$ cat config.mk
export PLATFORM = sky130hd
export DESIGN_NAME = adc_oversampler
export DESIGN_NICKNAME = d
export VERILOG_FILES = /design/src/rtl/adc_pkg.sv /design/src/rtl/valid_edge_detect.sv /design/src/rtl/adc_oversampler.sv
export SDC_FILE = /design/constraint.sdc
export NUM_CORES = 1
export LEC_CHECK = 0
export ABC_AREA = 1
export ABC_CLOCK_PERIOD_IN_PS = 4600
export CORE_MARGIN = 1
export CORE_UTILIZATION = 42
export DETAILED_ROUTE_END_ITERATION = 16
export MAX_ROUTING_LAYER = met4
export PLACE_DENSITY = 0.69
export RECOVER_POWER = 100
export SLEW_MARGIN = 40
export SYNTH_ARGS = -nofsm -noshare
export SYNTH_HDL_FRONTEND = slang
export SYNTH_SLANG_ARGS = --single-unit
$ cat constraint.sdc
create_clock -name clk -period 4.6 [get_ports clk]
set_input_delay 1.15 -clock clk [delete_from_list [all_inputs] [get_ports clk]]
set_output_delay 1.15 -clock clk [all_outputs]
set_load 0.03 [all_outputs]
$ cat src/rtl/adc_pkg.sv
// Shared types and parameter limits for the ADC oversampling block.
// Holds the accumulator FSM state type and the legal LOG2_N range.
package adc_pkg;

  typedef enum logic {
    ACCUM = 1'b0,
    HOLD  = 1'b1
  } state_t;

  localparam int LOG2_N_MIN = 1;
  localparam int LOG2_N_MAX = 4;

endpackage

$ cat src/rtl/valid_edge_detect.sv
// Rising-edge detector for the ADC sample strobe; edge output is combinational (0 cycles).
// No backpressure: a held-high strobe produces one edge, and a strobe high at reset release counts once.
module valid_edge_detect (
  input  logic clk,
  input  logic rst,
  input  logic in_valid,
  output logic in_edge
);

  logic prev;

  always_ff @(posedge clk or negedge rst) begin
    if (!rst) begin
      prev <= 1'b0;
    end else begin
      prev <= in_valid;
    end
  end

  assign in_edge = in_valid & ~prev;

endmodule

$ cat src/rtl/adc_oversampler.sv
// Averages groups of 2**LOG2_N ADC samples and reports mean/min/max; result valid 1 cycle after the Nth sample.
// Result is held until out_ready; a sample arriving while held without out_ready is dropped and flags overrun.
module adc_oversampler
  import adc_pkg::*;
#(
  parameter int WIDTH  = 8,
  parameter int LOG2_N = 2
) (
  input  logic             clk,
  input  logic             rst,
  input  logic             clear,
  input  logic             in_valid,
  input  logic [WIDTH-1:0] in_data,
  input  logic             out_ready,
  output logic             out_valid,
  output logic [WIDTH-1:0] out_data,
  output logic [WIDTH-1:0] out_min,
  output logic [WIDTH-1:0] out_max,
  output logic             overrun
);

  localparam int SW = WIDTH + LOG2_N;

  if (LOG2_N < LOG2_N_MIN || LOG2_N > LOG2_N_MAX) begin : g_bad_log2_n
    $error("adc_oversampler: LOG2_N outside legal range");
  end

  state_t            state;
  logic [LOG2_N-1:0] count;
  logic [SW-1:0]     sum;
  logic [WIDTH-1:0]  run_min;
  logic [WIDTH-1:0]  run_max;
  logic              sample_edge;
  logic [SW-1:0]     sum_next;
  logic [WIDTH-1:0]  min_next;
  logic [WIDTH-1:0]  max_next;
  logic              last_sample;

  valid_edge_detect u_edge (
    .clk      (clk),
    .rst      (rst),
    .in_valid (in_valid),
    .in_edge  (sample_edge)
  );

  // Sum is WIDTH+LOG2_N wide, so N full-scale samples cannot wrap.
  always_comb begin
    sum_next    = sum + SW'(in_data);
    min_next    = (in_data < run_min) ? in_data : run_min;
    max_next    = (in_data > run_max) ? in_data : run_max;
    last_sample = (count == {LOG2_N{1'b1}});
  end

  always_ff @(posedge clk or negedge rst) begin
    if (!rst) begin
      state     <= ACCUM;
      count     <= '0;
      sum       <= '0;
      run_min   <= '0;
      run_max   <= '0;
      out_valid <= 1'b0;
      out_data  <= '0;
      out_min   <= '0;
      out_max   <= '0;
      overrun   <= 1'b0;
    end else if (clear) begin
      state     <= ACCUM;
      count     <= '0;
      out_valid <= 1'b0;
      overrun   <= 1'b0;
    end else begin
      case (state)
        ACCUM: begin
          if (sample_edge) begin
            // First sample of a group overwrites stale running values.
            if (count == '0) begin
              sum     <= SW'(in_data);
              run_min <= in_data;
              run_max <= in_data;
            end else begin
              sum     <= sum_next;
              run_min <= min_next;
              run_max <= max_next;
            end
            if (last_sample) begin
              out_data  <= sum_next[SW-1:LOG2_N];
              out_min   <= min_next;
              out_max   <= max_next;
              out_valid <= 1'b1;
              state     <= HOLD;
              count     <= '0;
            end else begin
              count <= count + 1'b1;
            end
          end
        end
        HOLD: begin
          if (out_ready) begin
            out_valid <= 1'b0;
            state     <= ACCUM;
            // A sample coinciding with the handshake opens the next group.
            if (sample_edge) begin
              sum     <= SW'(in_data);
              run_min <= in_data;
              run_max <= in_data;
              count   <= LOG2_N'(1);
            end else begin
              count <= '0;
            end
          end else if (sample_edge) begin
            overrun <= 1'b1;
          end
        end
        default: state <= ACCUM;
      endcase
    end
  end

endmodule

# Yosys cells after proc, flatten, opt, wreduce, memory -nomap -nowiden
# Cells that the tools add are included.
[word_totals]
ff_bits = 56
inputBits = 13
output_inout_bits = 26
wordCells = 70
[classes]
addsub = 2
order_cmp = 2
eq_ne = 8
muxes = 35
bitwise = 4
n_reduce_logical = 8
[op_table]
columns = ["operator", "n"]
rows = [
  ["two-way mux 8 bit", 8],
  ["two-way mux 10 bit", 4],
  ["one-hot mux 8 bit (2 select lines)", 2],
  ["one-hot mux 10 bit (2 select lines)", 1],
  ["two-way mux 1 bit", 13],
  ["adder 10 x 8 -> 10 bit", 1],
  ["!= test 3 bit, second input constant", 3],
  ["greater-than comparator 8 bit", 1],
  ["less-than comparator 8 bit", 1],
  ["two-way mux 2 bit", 4],
  ["AND reduction 4 bit", 2],
  ["!= test 2 bit, second input constant", 3],
  ["AND reduction 3 bit", 2],
  ["one-hot mux 1 bit (2 select lines)", 2],
  ["one-hot mux 2 bit (2 select lines)", 1],
  ["nonzero test 2 bit", 2],
  ["NOT 1 bit", 3],
  ["adder 2 x 1 -> 2 bit, second input constant", 1],
  ["== test 2 bit, second input constant", 1],
  ["logical NOT 2 bit", 1],
  ["!= test 2 x 1 -> 1 bit, second input constant", 1],
  ["AND reduction 2 bit", 1],
  ["AND 1 bit", 1],
]

# Logic depth before layout (Yosys ltp)
# Gate-level depths: netlist of the first run.
[logic_depth]
word_depth = 6
mapped_depth = 14
depth_no_buf = 14

# Cells and area by module
# From an unflattened synthesis of the first run, not the netlist that was laid out.
[unflattened]
cells_unflattened = 436
area_unflattened_um2 = 3380.7
[modules_own_cells]
columns = ["module", "instances", "cells_each", "area_each_um2", "seq_area_each_um2"]
rows = [
  ["adc_oversampler", 1, 433, 3345.7, 1376.3],
  ["valid_edge_detect", 1, 3, 35.0, 25.0],
]

# Worst setup path before layout of the first run
# No wires, ideal clock.
[synth_path]
path_kind = "input-to-reg"
from = "input port in_data[0]"
to = "register sum[8]"
setup_time_ns = 0.119
t_arrival_ns = 2.388
t_required_ns = 4.481
slack_ns = 2.093
stages = 13
n_path_buf = 0
path_cell_list = "ha_1 inv_1 fa_1 inv_1 nand3_1 nand2_1 nand3_1 nand2_1 nand2_1 nand2_1 nand2_1 nand3_1 o21ai_2"
[synth_between]
elab_chain_len = 4
[synth_lines]
columns = ["element", "line", "rtl"]
rows = [
  ["from (decl)", "adc_oversampler.sv:13", "input logic [WIDTH-1:0] in_data,"],
  ["adder 10 x 8 -> 10 bit", "adc_oversampler.sv:48", "sum_next = sum + SW'(in_data);"],
  ["two-way mux 10 bit", "adc_oversampler.sv:76", "if (count == '0) begin"],
  ["two-way mux 10 bit", "adc_oversampler.sv:74", "if (sample_edge) begin"],
  ["one-hot mux 10 bit (2 select lines)", "adc_oversampler.sv:72", "case (state)"],
  ["to (signal assigned)", "adc_oversampler.sv:77", "sum <= SW'(in_data);"],
  ["to (signal assigned)", "adc_oversampler.sv:81", "sum <= sum_next;"],
  ["to (signal assigned)", "adc_oversampler.sv:103", "sum <= SW'(in_data);"],
  ["to (decl)", "adc_oversampler.sv:30", "logic [SW-1:0] sum;"],
]
# Every way passes these cells. The select of a mux whose other input is x is not followed.
# A chain may end at the register's enable or synchronous reset.

# Final worst setup path of the first run
[layout_path]
from = "input port clear"
to = "register sum[3]"
[layout_between]
elab_chain_len = 2
[layout_lines]
columns = ["element", "line", "rtl"]
rows = [
  ["from (decl)", "adc_oversampler.sv:11", "input logic clear,"],
  ["NOT 1 bit (no line)", "-", ""],
  ["AND reduction 4 bit (no line)", "-", ""],
]
# Every way passes these cells.

==> flow_metrics.tcl, run 1 <==
set metrics [dict create \
    status "completed" \
    synth.distinct_cells 35 \
    slowest_delay_ns 0.89 \
    cp_max_fo 19 \
    design.core.area_um2 7810 \
    ys_top_cells_by_area "dfrtp_1, nand2_1, ha_1" \
    postCtsHoldBufs 0 \
    syn-instance-count 427 \
    hold_depth 2 \
    yosysTopAreaCellShare_pct 41.0 \
    ys_warn_count 0 \
    grt_usage_pct 20.3 \
    hp-class "reg -> reg" \
    die_x_um 92.2 \
    internal_power_w 0.000960 \
    final_nets 504 \
    path_class "in -> reg" \
    critPathArrivalTime_ns 3.77 \
    min-delay-start "out_max[6]" \
    start_kind "primary input" \
    initial_core_util_pct 43.7 \
    overflow 0 \
    vias 2943 \
    placed_cell_area_um2 3880 \
    place_hpwl_um 5900 \
    synth_edf_count 0 \
    grt_pass1_vias 2817 \
    syn_nets 466 \
    die_h_um 92.2 \
    drt-total-wl_um 7950 \
    cts.clk_slew.worst_paths_ns 0.10 \
    slew_viol_final 0 \
    synth_top_flop_cell "dfrtp_1" \
    gp_congestion 0.921 \
    area_growth_pct 14.8 \
    clkLatencyLatePin_ns 0.32 \
    ys_seq_area_share_pct 41.0 \
    cp_top_family "buffers and inverters" \
    hold_end "out_max[6]" \
    setup_viol 0 \
    synth_compound_area_share_pct 9.78 \
    avgSynthCellArea_um2 8.00 \
    synth-simple-area-share_pct 30.6 \
    synth-seq-cells 56 \
    rows 32 \
    die_area_um2 8500 \
    power_density_nw_per_um2 414 \
    dr.pass1.iters 4 \
    fin_ws_ns 1.03 \
    cts-resized-gates 0 \
    wl_per_cell_um 14.0 \
    cp-end-kind "register" \
    crit_slowest_cell "clkinvlp_2" \
    fin_hold_ws_ns 0.482 \
    tightest_slew_ns 1.06 \
    clockBufferDepth 2 \
    synthXorXnorAreaFrac_pct 0.769 \
    cts_tree "built" \
    tns_ns 0 \
    cts_root_buffer "clkbuf_8" \
    r2r_start "state" \
    drt-initial-drc-count 168 \
    cpMostUsedCell "nand2_1" \
    leakagePower_nw 2.06 \
    path_buf_inv 3 \
    grt_max_degree 32 \
    clock_power_share_pct 17.8 \
    cts_buffers 5 \
    register_area_um2 1400 \
    p_switching_w 0.000664 \
    min_period_over_period_pct 77.5 \
    r2r_end "sum[3]" \
    synthAdderAreaFrac_pct 9.74 \
    num_io_pins 39 \
    fin_skew_ns 0.00756 \
    final_area_um2 3920 \
    slew_headroom_pct 29.5 \
    vias_per_cell 5.18 \
    maxCapViolations 0 \
    synth_top_family_by_area "simple AND/OR/NAND/NOR gates" \
    crit_chain "dlygate4sd3_1 -> nor2_4 -> nand2_1 -> clkinvlp_2 -> o21ai_2 -> inv_1 -> o21ai_0 -> nand2_1" \
    n_fill_cell 778 \
    hold_viol_final 0 \
    drive_gt1_share_pct 6.87 \
    pre_cts_ws_ns 1.35 \
    syn_area_um2 3420 \
    rsz0062_at_grt "no" \
    period_needed_ns 3.57 \
    antenna_found_initial 0 \
    clock.fmax_ghz 0.280 \
    synth_top_area_cell "dfrtp_1" \
    worstPathRequired_ns 4.81 \
    ff2ff_setup_slack_ns 1.87 \
    cts_setup_buffers 0 \
    antenna_cells 0 \
    cts_max_level 2 \
    drc_errors 0 \
    synth.area.mux_share_pct 0 \
    ir_worst_vdd_mv 0.181 \
    async_flop_share_pct 100 \
    p_sw_share_pct 40.9 \
    grt_pass1_wl_um 13300 \
    clkSinkCount 56 \
    r2r_cells 9 \
    multiInputGateArea_um2 1720 \
    io_buffers 38 \
    p_seq_share_pct 39.7 \
    comb_power_share_pct 42.5 \
    postRouteAntennaNets 0 \
]
-- cells by family after synthesis --
family	after synthesis
AOI/OAI and AO/OA	57
xor gates and xnor gates	3
adders and majority gates	26
buffers and inverters	61
DFF	56
and+or+nand+nor	224
-- stage by stage --
stage / utilization [%] / cells / power (W)
floorplan: - / 427 / 0.00116
CTS: 50.8 / 568 / 0.00165
global placement: 49.3 / 559 / 0.00134
global route: 50.2 / 568 / 0.00174
finish: 50.2 / 568 / 0.00162
detailed placement: 49.7 / 560 / 0.00136
-- worst max-delay path by stage --
stage / startpoint / to / slack, ns / depth (start not counted)
after floorplan: in_data[0] / sum[8] / 2.09 / 13
after global placement: in_data[0] / sum[8] / 1.42 / 14
after detailed placement: in_data[0] / sum[8] / 1.35 / 14
after CTS: in_data[0] / sum[8] / 1.69 / 14
after global routing: clear / sum[3] / 0.83 / 8
final: clear / sum[3] / 1.03 / 8
-- cell type report --
type / count / share of cell area [%]
Timing Repair Buffer: 41 / 9.92
Inverter: 51 / 4.91
Sequential cell: 56 / 35.7
Clock buffer: 8 / 2.30
Multi-Input combinational cell: 310 / 43.9
Tap cell: 102 / 3.25
-- tightest hold or removal path: stages (launching register included) --
cell	delay, ns
dfrtp_1	0.35
nand2_1	0.05
nand2_1	0.05
-- registers in the layout, summed over array words and instances (netlist names) --
name / count
count: 2
out_data: 8
out_max: 8
out_min: 8
out_valid: 1
overrun: 1
run_max: 8
run_min: 8
state: 1
sum: 10
u_edge.prev: 1
-- routing by layer --
metal	vias up	wire [um]	global-route usage, %
li1	1475	-	-
met1	1375	3840	27.3
met2	76	3610	31.2
met3	17	330	3.40
met4	0	161	6.77
met5	-	0	-
-- cells in the mapped netlist, drive strengths merged (2+ instances only) --
cell	n
a31oi	7
inv	51
xnor2	2
nand2	120
o21ai	15
dfrtp	56
ha	25
nand4	2
nand3	60
a21oi	26
a21o	3
buf	10
nor2	40
-- power groups by stage --
stage	registers (W)	clock network (W)	logic (W)
floorplan	0.000717	0	0.000439
global placement	0.000652	0	0.000688
detailed placement	0.000655	0	0.000710
CTS	0.000646	0.000295	0.000712
global route	0.000657	0.000311	0.000775
finish	0.000645	0.000289	0.000690
-- placed cells by master (no fill, tap or decap), drive strengths merged, types with 7 or more instances in the layout --
cell         instances
ha                  25
inv                 50
dlygate4sd3         32
o21ai               15
nand2              120
clkbuf              11
a21oi               26
a31oi                7
dfrtp               56
nand3               60
nor2                40
No activity file was read; power rests on OpenSTA's default activity.
==> run 2, diff against run 1 <==
--- a/config.mk
+++ b/config.mk
@@ -6,7 +6,7 @@
 export NUM_CORES = 1
 export LEC_CHECK = 0
 export ABC_AREA = 1
-export ABC_CLOCK_PERIOD_IN_PS = 4600
+export ABC_CLOCK_PERIOD_IN_PS = 3400
 export CORE_MARGIN = 1
 export CORE_UTILIZATION = 42
 export DETAILED_ROUTE_END_ITERATION = 16
==> constraint.sdc (replaced) <==
create_clock -name clk -period 3.4 [get_ports clk]
set_input_delay 0.85 -clock clk [delete_from_list [all_inputs] [get_ports clk]]
set_output_delay 0.85 -clock clk [all_outputs]
set_load 0.03 [all_outputs]
==> run 2 against run 1 <==
Against the previous run: sequential power grew 35%; hold slack gained 0.0043 ns; register-to-register slack lost 0.76 ns; core utilization shrank 0.096 points; worst setup slack lost 0.49 ns; non-clock buffer count shrank 1.
==> flow_metrics.tcl, run 2 (same netlist as run 1, synthesis figures left out) <==
set metrics [dict create \
    die_h_um 92.2 \
    final_cell_mix "nand2_1, nand3_1, dfrtp_1" \
    postRouteAntennaNets 0 \
    drt-total-wl_um 8000 \
    fin_skew_ns 0.0150 \
    antenna_cells 0 \
    die_x_um 92.2 \
    internal_power_w 0.00129 \
    vias 2909 \
    largest_register_ffs 10 \
    cp-end-kind "register" \
    clock_power_share_pct 18.0 \
    cts_tree "built" \
    tightest_slew_ns 1.03 \
    p_sw_share_pct 41.0 \
    clkSinkCount 56 \
    setup_viol 0 \
    overflow 0 \
    rsz0062_at_grt "no" \
    num_io_pins 39 \
    critPathArrivalTime_ns 3.06 \
    hold_viol_final 0 \
    cp_max_fo 19 \
    final_common_cell "nand2_1" \
    initial_core_util_pct 43.7 \
    status "completed" \
    place_hpwl_um 5840 \
    clockBufferDepth 2 \
    path_class "in -> reg" \
    crit_slowest_cell "clkinvlp_2" \
    grt_pass1_vias 2940 \
    drc_errors 0 \
    wl_per_cell_um 14.1 \
    cpMostUsedCell "inv_1" \
    slew_headroom_pct 31.2 \
    largest_register "sum" \
    clkLatencyLatePin_ns 0.32 \
    min_period_over_period_pct 84.1 \
    power_density_nw_per_um2 560 \
    p_seq_share_pct 39.7 \
    slew_viol_final 0 \
    drt-initial-drc-count 151 \
    gp_congestion 0.887 \
    antenna_found_initial 0 \
    cts_setup_buffers 0 \
    crit_chain "dlygate4sd3_1 -> inv_1 -> nor2_1 -> nand2_4 -> clkinvlp_2 -> o21ai_0 -> inv_1" \
    post-route-util_pct 50.1 \
    grt_max_degree 40 \
    cts.clk_slew.worst_paths_ns 0.11 \
    cts-resized-gates 0 \
    leakagePower_nw 2.07 \
    maxCapViolations 0 \
    p_switching_w 0.000900 \
    ir_worst_vdd_mv 0.232 \
    final_nets 503 \
    dr.pass1.iters 5 \
    io_buffers 38 \
    die_area_um2 8500 \
    cts_max_level 2 \
    rows 32 \
    drive_gt1_share_pct 7.10 \
    slowest_delay_ns 0.72 \
    cts_root_buffer "clkbuf_8" \
    period_needed_ns 2.86 \
    start_kind "primary input" \
    comb_power_share_pct 42.3 \
    vias_per_cell 5.13 \
    design.core.area_um2 7810 \
    postCtsHoldBufs 0 \
    grt_usage_pct 21.3 \
    area_growth_pct 14.6 \
    worstPathRequired_ns 3.60 \
    clock.fmax_ghz 0.350 \
    n_fill_cell 768 \
    tns_ns 0 \
    hp-class "reg -> reg" \
    grt_pass1_wl_um 13900 \
    cts_buffers 5 \
]
## run 2: area by class of cell
type	count	area [um^2]	area share, %
Multi-Input combinational cell	310	1720	43.9
Sequential cell	56	1400	35.8
Timing Repair Buffer	40	383	9.78
Inverter	51	193	4.92
Tap cell	102	128	3.26
Clock buffer	6	82.6	2.11
Clock inverter	2	10.0	0.256
## run 2: final timing paths
| check | start | end | slack (ns) | depth (start not counted) |
|---|---|---|---|---|
| setup / recovery | in_valid | sum[2] | 0.54 | 7 |
| hold / removal | out_data[2] | out_data[2] | 0.49 | 2 |
| setup reg to reg | state | sum[2] | 1.11 | 7 |
| hold reg to reg | out_data[2] | out_data[2] | 0.49 | 2 |
| max in group asynchronous | rst | out_min[6] | 1.20 | 2 |
| min in group asynchronous | rst | out_max[7] | 0.66 | 1 |
## run 2: power groups by stage
stage / logic, W / clock network (W) / registers [W]
4_1_cts: 0.000957 / 0.000406 / 0.000875
3_5_place_dp: 0.000951 / 0 / 0.000887
2_1_floorplan: 0.000594 / 0 / 0.000971
3_3_place_gp: 0.000931 / 0 / 0.000882
6_report: 0.000929 / 0.000394 / 0.000871
5_1_grt: 0.00105 / 0.000430 / 0.000889
## run 2: through the flow
step	power (W)	cells	setup slack (ns)	hold slack, ns	area, um^2
after global routing	0.00237	567	0.339	0.509	3920
after floorplan	0.00157	427	1.19	0.453	3420
after global placement	0.00181	559	0.462	0.467	3850
after CTS	0.00224	567	0.757	0.466	3950
after detailed placement	0.00184	559	0.420	0.465	3850
final	0.00219	567	0.542	0.487	3920
## run 2: layer usage
layer	track usage [%]	up-vias	share of wire [%]
li1	-	1475	-
met2	32.9	64	45
met5	-	-	0
met3	3.32	19	4.1
met1	28.9	1351	48
met4	6.51	0	2.1
## run 2: critical path: cells and delay by family
kind	cells	cell delay, ns
buffers and inverters	4	1.40
AOI/OAI and AO/OA	1	0.50
and+or+nand+nor	2	0.31
